--- src/rtl/gshare_branch_predictor.sv ---
// Gshare direction predictor: PC-xor-history indexed table of saturating counters.
// Optional GSHARE_STATS_EN adds saturating update/mispredict event counters.
module gshare_branch_predictor #(
  parameter int unsigned INDEX_WIDTH = 8,
  parameter int unsigned HIST_WIDTH  = 8,
  parameter int unsigned CTR_WIDTH   = 2
) (
  input  logic                  clk,
  input  logic                  rst,
  input  logic                  predict_valid,
  input  logic [31:0]           predict_pc,
  output logic                  predict_taken,
  output logic [HIST_WIDTH-1:0] predict_ghr,
  input  logic                  update_valid,
  input  logic [31:0]           update_pc,
  input  logic [HIST_WIDTH-1:0] update_ghr,
  input  logic                  update_taken,
  input  logic                  update_mispredict
`ifdef GSHARE_STATS_EN
  ,
  output logic [31:0]           stat_updates,
  output logic [31:0]           stat_mispredicts
`endif
);

  localparam int unsigned DEPTH = 2 ** INDEX_WIDTH;
  localparam logic [CTR_WIDTH-1:0] CTR_MAX  = '1;
  localparam logic [CTR_WIDTH-1:0] CTR_INIT = CTR_WIDTH'((1 << (CTR_WIDTH - 1)) - 1);

  logic [CTR_WIDTH-1:0]   table_q [DEPTH];
  logic [HIST_WIDTH-1:0]  ghr_q;
  logic [HIST_WIDTH-1:0]  ghr_d;
  logic [INDEX_WIDTH-1:0] lookup_idx;
  logic [INDEX_WIDTH-1:0] update_idx;
  logic [CTR_WIDTH-1:0]   upd_ctr;
  logic [CTR_WIDTH-1:0]   upd_ctr_next;
  logic                   unused_pc_bits;

  assign unused_pc_bits = ^{predict_pc[31:INDEX_WIDTH+2], predict_pc[1:0],
                            update_pc[31:INDEX_WIDTH+2], update_pc[1:0]};

  // Lookup reads the pre-update table, so a same-index update shows next cycle.
  always_comb begin
    lookup_idx    = predict_pc[INDEX_WIDTH+1:2] ^ INDEX_WIDTH'(ghr_q);
    update_idx    = update_pc[INDEX_WIDTH+1:2] ^ INDEX_WIDTH'(update_ghr);
    predict_taken = table_q[lookup_idx][CTR_WIDTH-1];
    predict_ghr   = ghr_q;
  end

  // Saturating increment/decrement of the resolved entry.
  always_comb begin
    upd_ctr      = table_q[update_idx];
    upd_ctr_next = upd_ctr;
    if (update_taken) begin
      if (upd_ctr != CTR_MAX) upd_ctr_next = upd_ctr + 1'b1;
    end else begin
      if (upd_ctr != '0) upd_ctr_next = upd_ctr - 1'b1;
    end
  end

  // Speculative shift on lookup; mispredict recovery takes priority.
  always_comb begin
    ghr_d = ghr_q;
    if (predict_valid) ghr_d = HIST_WIDTH'({ghr_q, predict_taken});
    if (update_valid && update_mispredict) ghr_d = HIST_WIDTH'({update_ghr, update_taken});
  end

  always_ff @(posedge clk or posedge rst) begin
    if (rst) ghr_q <= '0;
    else     ghr_q <= ghr_d;
  end

  always_ff @(posedge clk or posedge rst) begin
    if (rst) begin
      for (int unsigned i = 0; i < DEPTH; i++) table_q[i] <= CTR_INIT;
    end else if (update_valid) begin
      table_q[update_idx] <= upd_ctr_next;
    end
  end

`ifdef GSHARE_STATS_EN
  always_ff @(posedge clk or posedge rst) begin
    if (rst) begin
      stat_updates     <= '0;
      stat_mispredicts <= '0;
    end else if (update_valid) begin
      if (stat_updates != '1) stat_updates <= stat_updates + 32'd1;
      if (update_mispredict && (stat_mispredicts != '1))
        stat_mispredicts <= stat_mispredicts + 32'd1;
    end
  end
`endif

endmodule

--- config.mk ---
export PLATFORM = sky130hd
export DESIGN_NAME = gshare_branch_predictor
export DESIGN_NICKNAME = d
export VERILOG_FILES = /design/src/rtl/gshare_branch_predictor.sv
export SDC_FILE = /design/constraint.sdc
export NUM_CORES = 1
export LEC_CHECK = 0
export CORE_MARGIN = 2
export CORE_UTILIZATION = 30
export DETAILED_ROUTE_END_ITERATION = 7
export PLACE_DENSITY = 0.49
export SLEW_MARGIN = 5
export SYNTH_ARGS = -nofsm -noshare
export SYNTH_HDL_FRONTEND = slang
export SYNTH_SLANG_ARGS = --single-unit
--- constraint.sdc ---
create_clock -name clk -period 21.3 [get_ports clk]
set_input_delay 3.195 -clock clk [delete_from_list [all_inputs] [get_ports clk]]
set_output_delay 3.195 -clock clk [all_outputs]
set_load 0.005 [all_outputs]
==> results.txt, run 1 <==
Hold Path Class - reg -> reg
post-CTS sizing - 0
biggest area consumer among synthesized cells - dfstp_2
most numerous cell in the Yosys netlist - a21oi_1
setup TNS - 0 ps
Switching Power - 920 µW
io pins - 87
Max Slew Vio Count - 0
Fmax achieved - 91.5 MHz
startpoint types - input pin
Critical-path top delay cell - buf_4
crit end category - primary output
Leak - 11.3 nW
WS Path Type - in -> out
Seq pwr share - 41.8%
CTS Hold Bufs - 0
worst clock skew - 27.1 ps
Async S/R FF share, synth - 100%
Mapped Nets - 2771
Fin. Hold Viols - 0
Critical Path RT - 18110 ps
clk sinks - 520
setup violators final - 0
crit-path max FO - 42
design area - 0.0308 mm²
DRC Markers - 4
status - finished, violations left
post-synthesis register bit count - 520
Root Buffer - clkbuf_16
Max-slew headroom - 5.13%
routed via count - 22800
YS warnings - 0
Mapped Area - 0.0274 mm²
RePlAce Congestion - 0.825
vias in the first global route - 21800
Gate Count Post-Synth - 2693
H-tree levels - 2
Starting DRT DRC Count - 2613
combinational share of power - 20.8%
ys flop type - dfrtp_1
sequential element share of the synthesized area - 48.7%
Multi-input gate area - 0.0129 mm²
fin util - 34.2%
Power Density - 95.1 mW/mm²
syn avg cell area - 10.2 µm²
crit share post-route - 51.3%
fin crit period - 10930 ps
row count - 110
die area - 0.0937 mm²
max incr delay on CP - 820 ps
EDFF count, synth - 0
post-synth top area share - 24.6%
Global Route Usage Sum - 19.9%
largest net degree at the start of global routing - 216
height of the die - 306 µm
final-layout fill cell count - 8913
vias per cell - 6.04
worst skew pair latency - 650 ps
Yosys cell types - 40
top cells by area, synth - dfstp_2 25%, dfrtp_1 24%, mux4_2 6.8%
area occupied by registers - 0.0133 mm²
P_int - 2.01 mW
Max-cap violations - 0
Detailed Routing Iterations Pass 1 - 8
Die Width - 306 µm
CTS clk-pin slew, worst paths - 60 ps
CTS Buf Count - 59
first-pass GRT wire length - 142 mm
setup fix buffers added after clock tree synthesis - 0
grt ovf - 0
clock tree from TritonCTS - built
Post-DP HPWL - 55.3 mm
Core Area - 0.0901 mm²
WL final - 95.3 mm
Area Overhead vs Synth - 12.6%
Sw Share - 31.4%
critical path arrival - 7730 ps
Longest Clk Path Bufs - 3
initial core utilization - 30.4%
Worst-Margin Slew - 1420 ps
crit-path cells - clkdlybuf4s50_1 -> xor2_4 -> buf_4 -> buf_4 -> mux4_2 -> mux2i_1 -> o221ai_1 -> a21oi_1 -> o21ai_0 -> and3_1 -> or2_2 -> clkdlybuf4s50_1
share of layout cells above drive strength 1 - 21.7%
ANT nets after route - 0
wire length per cell - 25.3 µm
unrepaired setup endpoints after global routing - no
most frequent cells after synthesis - 273 x a21oi_1, 269 x o21ai_0, 264 x dfrtp_1
initial antenna violation count - 1
Final nets - 2622
maximum vdd ir drop - 74.5 µV
Port Buffers - 38
Placed Area - 0.0287 mm²
Clock power frac - 37.4%
violated checks - design-rule violations
==> cells by family after synthesis <==
family	count (synthesis)	synth area share, %
compound gates	1179	26.3
mux	260	13.3
buf+inv	327	4.82
xor+xnor	28	0.978
flops	520	48.7
fa+ha+maj	2	0.0777
simple gates	377	5.80
==> state kept, by name, indices dropped and copies added (netlist names) <==
| name | flops |
|---|---|
| predict_ghr | 8 |
| table_q | 512 |
==> worst max-delay path: cells and delay by family <==
kind	cells	cell delay, ps
buf+inv	4	2300
mux	2	840
compound gates	3	620
simple gates	2	550
xor+xnor	1	140
==> cells in the final DEF, fill, tap and decap left out, types with 12 or more instances in the layout <==
cell type        count
a21oi_1            273
a22oi_1             20
a31oi_1            255
a32oi_1             64
buf_4               75
clkbuf_1            12
clkbuf_16           60
clkdlybuf4s50_1     38
clkinv_2            12
dfrtp_1            264
dfstp_2            256
mux2i_1            177
mux4_2              83
nand2_1            221
nand3_1             44
nand4_1             20
nor2_1              32
nor2_2              31
nor4_1              14
o21ai_0            269
o22ai_1             50
o31ai_1            241
==> layout make-up <==
class	count	share of cell area (%)
flip-flops and latches	520	43.3
multi-input cells	1846	41.9
clock buffers	80	5.38
well taps	1176	4.78
repair buffers	115	3.19
clock inverters	28	1.36
inverters	2	0.0487
diodes	1	0.00812
==> stage by stage <==
| step | power [mW] | instances | hold slack, ps | setup WS, ps |
|---|---|---|---|---|
| floorplan | 1.63 | 2693 | 460 | 4000 |
| global placement | 1.82 | 3659 | 476 | 10310 |
| detailed placement | 1.84 | 3659 | 475 | 10350 |
| CTS | 2.94 | 3767 | 484 | 10310 |
| global route | 3.05 | 3767 | 524 | 10110 |
| finish | 2.93 | 3768 | 480 | 10370 |
==> per-layer routing <==
layer / global-route usage [%] / up-vias / wire [µm]
met4: 6.91 / 2 / 3300
met5: 0 / - / 13
met3: 3.71 / 219 / 6820
met1: 27.7 / 11500 / 42100
li1: - / 10100 / -
met2: 30.9 / 958 / 43100
==> final timing paths <==
path / cells past startpoint / slack (ps) / from / end
worst max-delay path: 12 / 10370 / predict_pc[2] / predict_taken
worst min-delay path: 2 / 480 / table_q[506] / table_q[506]
worst max register to register: 9 / 16620 / table_q[76] / table_q[414]
worst min register to register: 2 / 480 / table_q[506] / table_q[506]
max in group asynchronous: 5 / 14460 / rst / table_q[264]
min in group asynchronous: 2 / 3350 / rst / table_q[111]
==> power by group through the flow <==
stage / sequential (mW) / clock, mW / combinational (mW)
6_report: 1.22 / 1.10 / 0.608
5_1_grt: 1.24 / 1.16 / 0.656
4_1_cts: 1.22 / 1.12 / 0.605
3_5_place_dp: 1.24 / 0 / 0.604
3_3_place_gp: 1.23 / 0 / 0.593
2_1_floorplan: 1.22 / 0 / 0.417
Power figures use the tool's default switching activity.
==> inputs of run 2 (changes only) <==
Settings changed: PLACE_DENSITY 0.49 to 0.5.
Clock period 21.3 ns to 10 ns, I/O delays scaled along.
==> run 2 against run 1 <==
The run now ends clean. Utilization fell by 0.093 points. Die area did not move. Via count fell by 0.62%. Sequential power rose by 110%. Final cell count barely moved. Sequential cell count did not move. First-iteration DRC count fell by 7.0%. Global-route usage fell by 0.45 points. Critical path type unchanged. Largest power group unchanged.
==> results.txt, run 2 (synthesized netlist as in run 1, its figures left out) <==
worst clock skew - 23.8 ps (-3.32 ps)
critical path arrival - 5760 ps (-1970 ps)
grt ovf - 0 (unchanged)
unrepaired setup endpoints after global routing - no
initial antenna violation count - 2 (+1)
crit-path max FO - 31 (-26%)
startpoint types - input pin
WHS - 483 ps (+3.08 ps)
CTS Hold Bufs - 0 (unchanged)
max FFs per register - 512 (unchanged)
setup TNS - 0 ps (unchanged)
design area - 0.0307 mm² (-0.27%)
Port Buffers - 38 (unchanged)
Area Overhead vs Synth - 12.3%
total power - 6.06 mW (+110%)
H-tree levels - 2 (unchanged)
commonest cells after routing, fill and taps aside - 273 x a21oi_1, 269 x o21ai_0, 264 x dfrtp_1
RePlAce Congestion - 0.855 (+3.6%)
pre-CTS setup slack - 2360 ps (-7990 ps)
maximum vdd ir drop - 125 µV (+68%)
Die Width - 306 µm (unchanged)
clock tree from TritonCTS - built
R2R depth - 9 (unchanged)
Post-DP HPWL - 53.7 mm (-2.9%)
CTS clk-pin slew, worst paths - 60 ps (about the same)
critical path buffer and inverter count - 3 (-1)
r2r endpoint - table_q[289]
cell mode on critical path - clkdlybuf4s50_1
most common cell after layout, fill and taps aside - a21oi_1
ANT nets after route - 0 (unchanged)
crit share post-route - 72.6%
Detailed Routing Iterations Pass 1 - 6 (-2)
Leak - 11.3 nW (-0.21%)
setup fix buffers added after clock tree synthesis - 0 (unchanged)
wire length per cell - 24.8 µm (-1.9%)
fin worst setup slack - 2740 ps (-7630 ps)
routed via count - 22600 (-0.62%)
io pins - 87 (unchanged)
share of layout cells above drive strength 1 - 21.8% (+0.094 points)
final non-filler cell total - 3766 (-0.053%)
top cell family by delay on the critical path - buffers and inverters
WL final - 93.4 mm (-2.0%)
first-pass GRT wire length - 140 mm (-2.0%)
RR Startpoint - table_q[289]
Max-slew headroom - 17.1% (+12 points)
reg2reg setup slack - 5360 ps (-11260 ps)
Longest Clk Path Bufs - 3 (unchanged)
Fmax achieved - 138 MHz
initial core utilization - 30.4% (unchanged)
crit-path cells - clkdlybuf4s50_1 -> xor2_4 -> buf_4 -> mux4_2 -> mux2i_1 -> o221ai_1 -> a21oi_1 -> a221oi_1 -> or2_2 -> clkdlybuf4s50_1
CTS Buf Count - 57 (-3.4%)
Worst-Margin Slew - 1240 ps (-173 ps)
Hold Crit Start - table_q[506]
fin util - 34.1% (-0.093 points)
Critical Path RT - 8500 ps (-9610 ps)
post-CTS sizing - 0 (unchanged)
DRC Markers - 0 (-4)
Final nets - 2626 (+0.15%)
status - complete, no violations
vias in the first global route - 21800 (-0.14%)
final-layout fill cell count - 8975 (+0.70%)
Root Buffer - clkbuf_16
WS Path Type - in -> out
die area - 0.0937 mm² (unchanged)
height of the die - 306 µm (unchanged)
Starting DRT DRC Count - 2431 (-7.0%)
setup violators final - 0 (unchanged)
Placed Area - 0.0288 mm² (+0.37%)
max incr delay on CP - 700 ps (-120 ps)
fin crit period - 7260 ps
Critical-path top delay cell - buf_4
largest net degree at the start of global routing - 177 (-18%)
row count - 110 (unchanged)
WHS Endpoint - table_q[506]
Global Route Usage Sum - 19.4% (-0.45 points)
Hold Path Depth - 2 (unchanged)
Max Slew Vio Count - 0 (unchanged)
WP depth - 10 (-2)
Hold Path Class - reg -> reg
Power Density - 197 mW/mm² (+110%)
Biggest register - table_q
clk sinks - 520 (unchanged)
Fin. Hold Viols - 0 (unchanged)
vias per cell - 6.01 (-0.56%)
placed cell count - 3665 (+0.16%)
Max-cap violations - 0 (unchanged)
worst skew pair latency - 620 ps (-30 ps)
crit end category - primary output
Core Area - 0.0901 mm² (unchanged)
run 2: worst max-delay path by stage:
stage | to | startpoint
floorplan | predict_ghr[0] | rst
global placement | table_q[289] | update_ghr[0]
detailed placement | table_q[289] | update_ghr[0]
CTS | predict_taken | predict_pc[2]
global route | predict_taken | predict_pc[2]
finish | predict_taken | predict_pc[2]
run 2: worst min-delay path, delay by kind of cell (launching register included):
kind,cells,cell delay [ps]
AO/OA/AOI/OAI,1,70
flip-flops,1,370
AND/OR/NAND/NOR,1,40
run 2: area by class of cell:
cell class	instances	area (µm²)	share of cell area, %
well taps	1176	1470	4.79
clock inverters	17	193	0.627
diodes	1	2.50	0.00815
flip-flops and latches	520	13300	43.4
clock buffers	83	1690	5.51
repair buffers	121	1090	3.55
multi-input cells	1846	12900	42.1
inverters	2	11.3	0.0367
run 2: power by group:
group / switching (mW) / internal [mW] / leakage [nW]
sequential: 0.147 / 2.46 / 6.30
combinational: 0.868 / 0.433 / 4.05
clock: 0.889 / 1.27 / 0.944
total: 1.90 / 4.16 / 11.3
run 2: metal layers:
metal / up-vias / track usage, % / routed length [µm]
li1: 10100 / - / -
met1: 11400 / 27.2 / 41000
met2: 967 / 30.5 / 42500
met3: 151 / 3.64 / 7450
met4: 4 / 5.64 / 2400
met5: - / 0 / 22
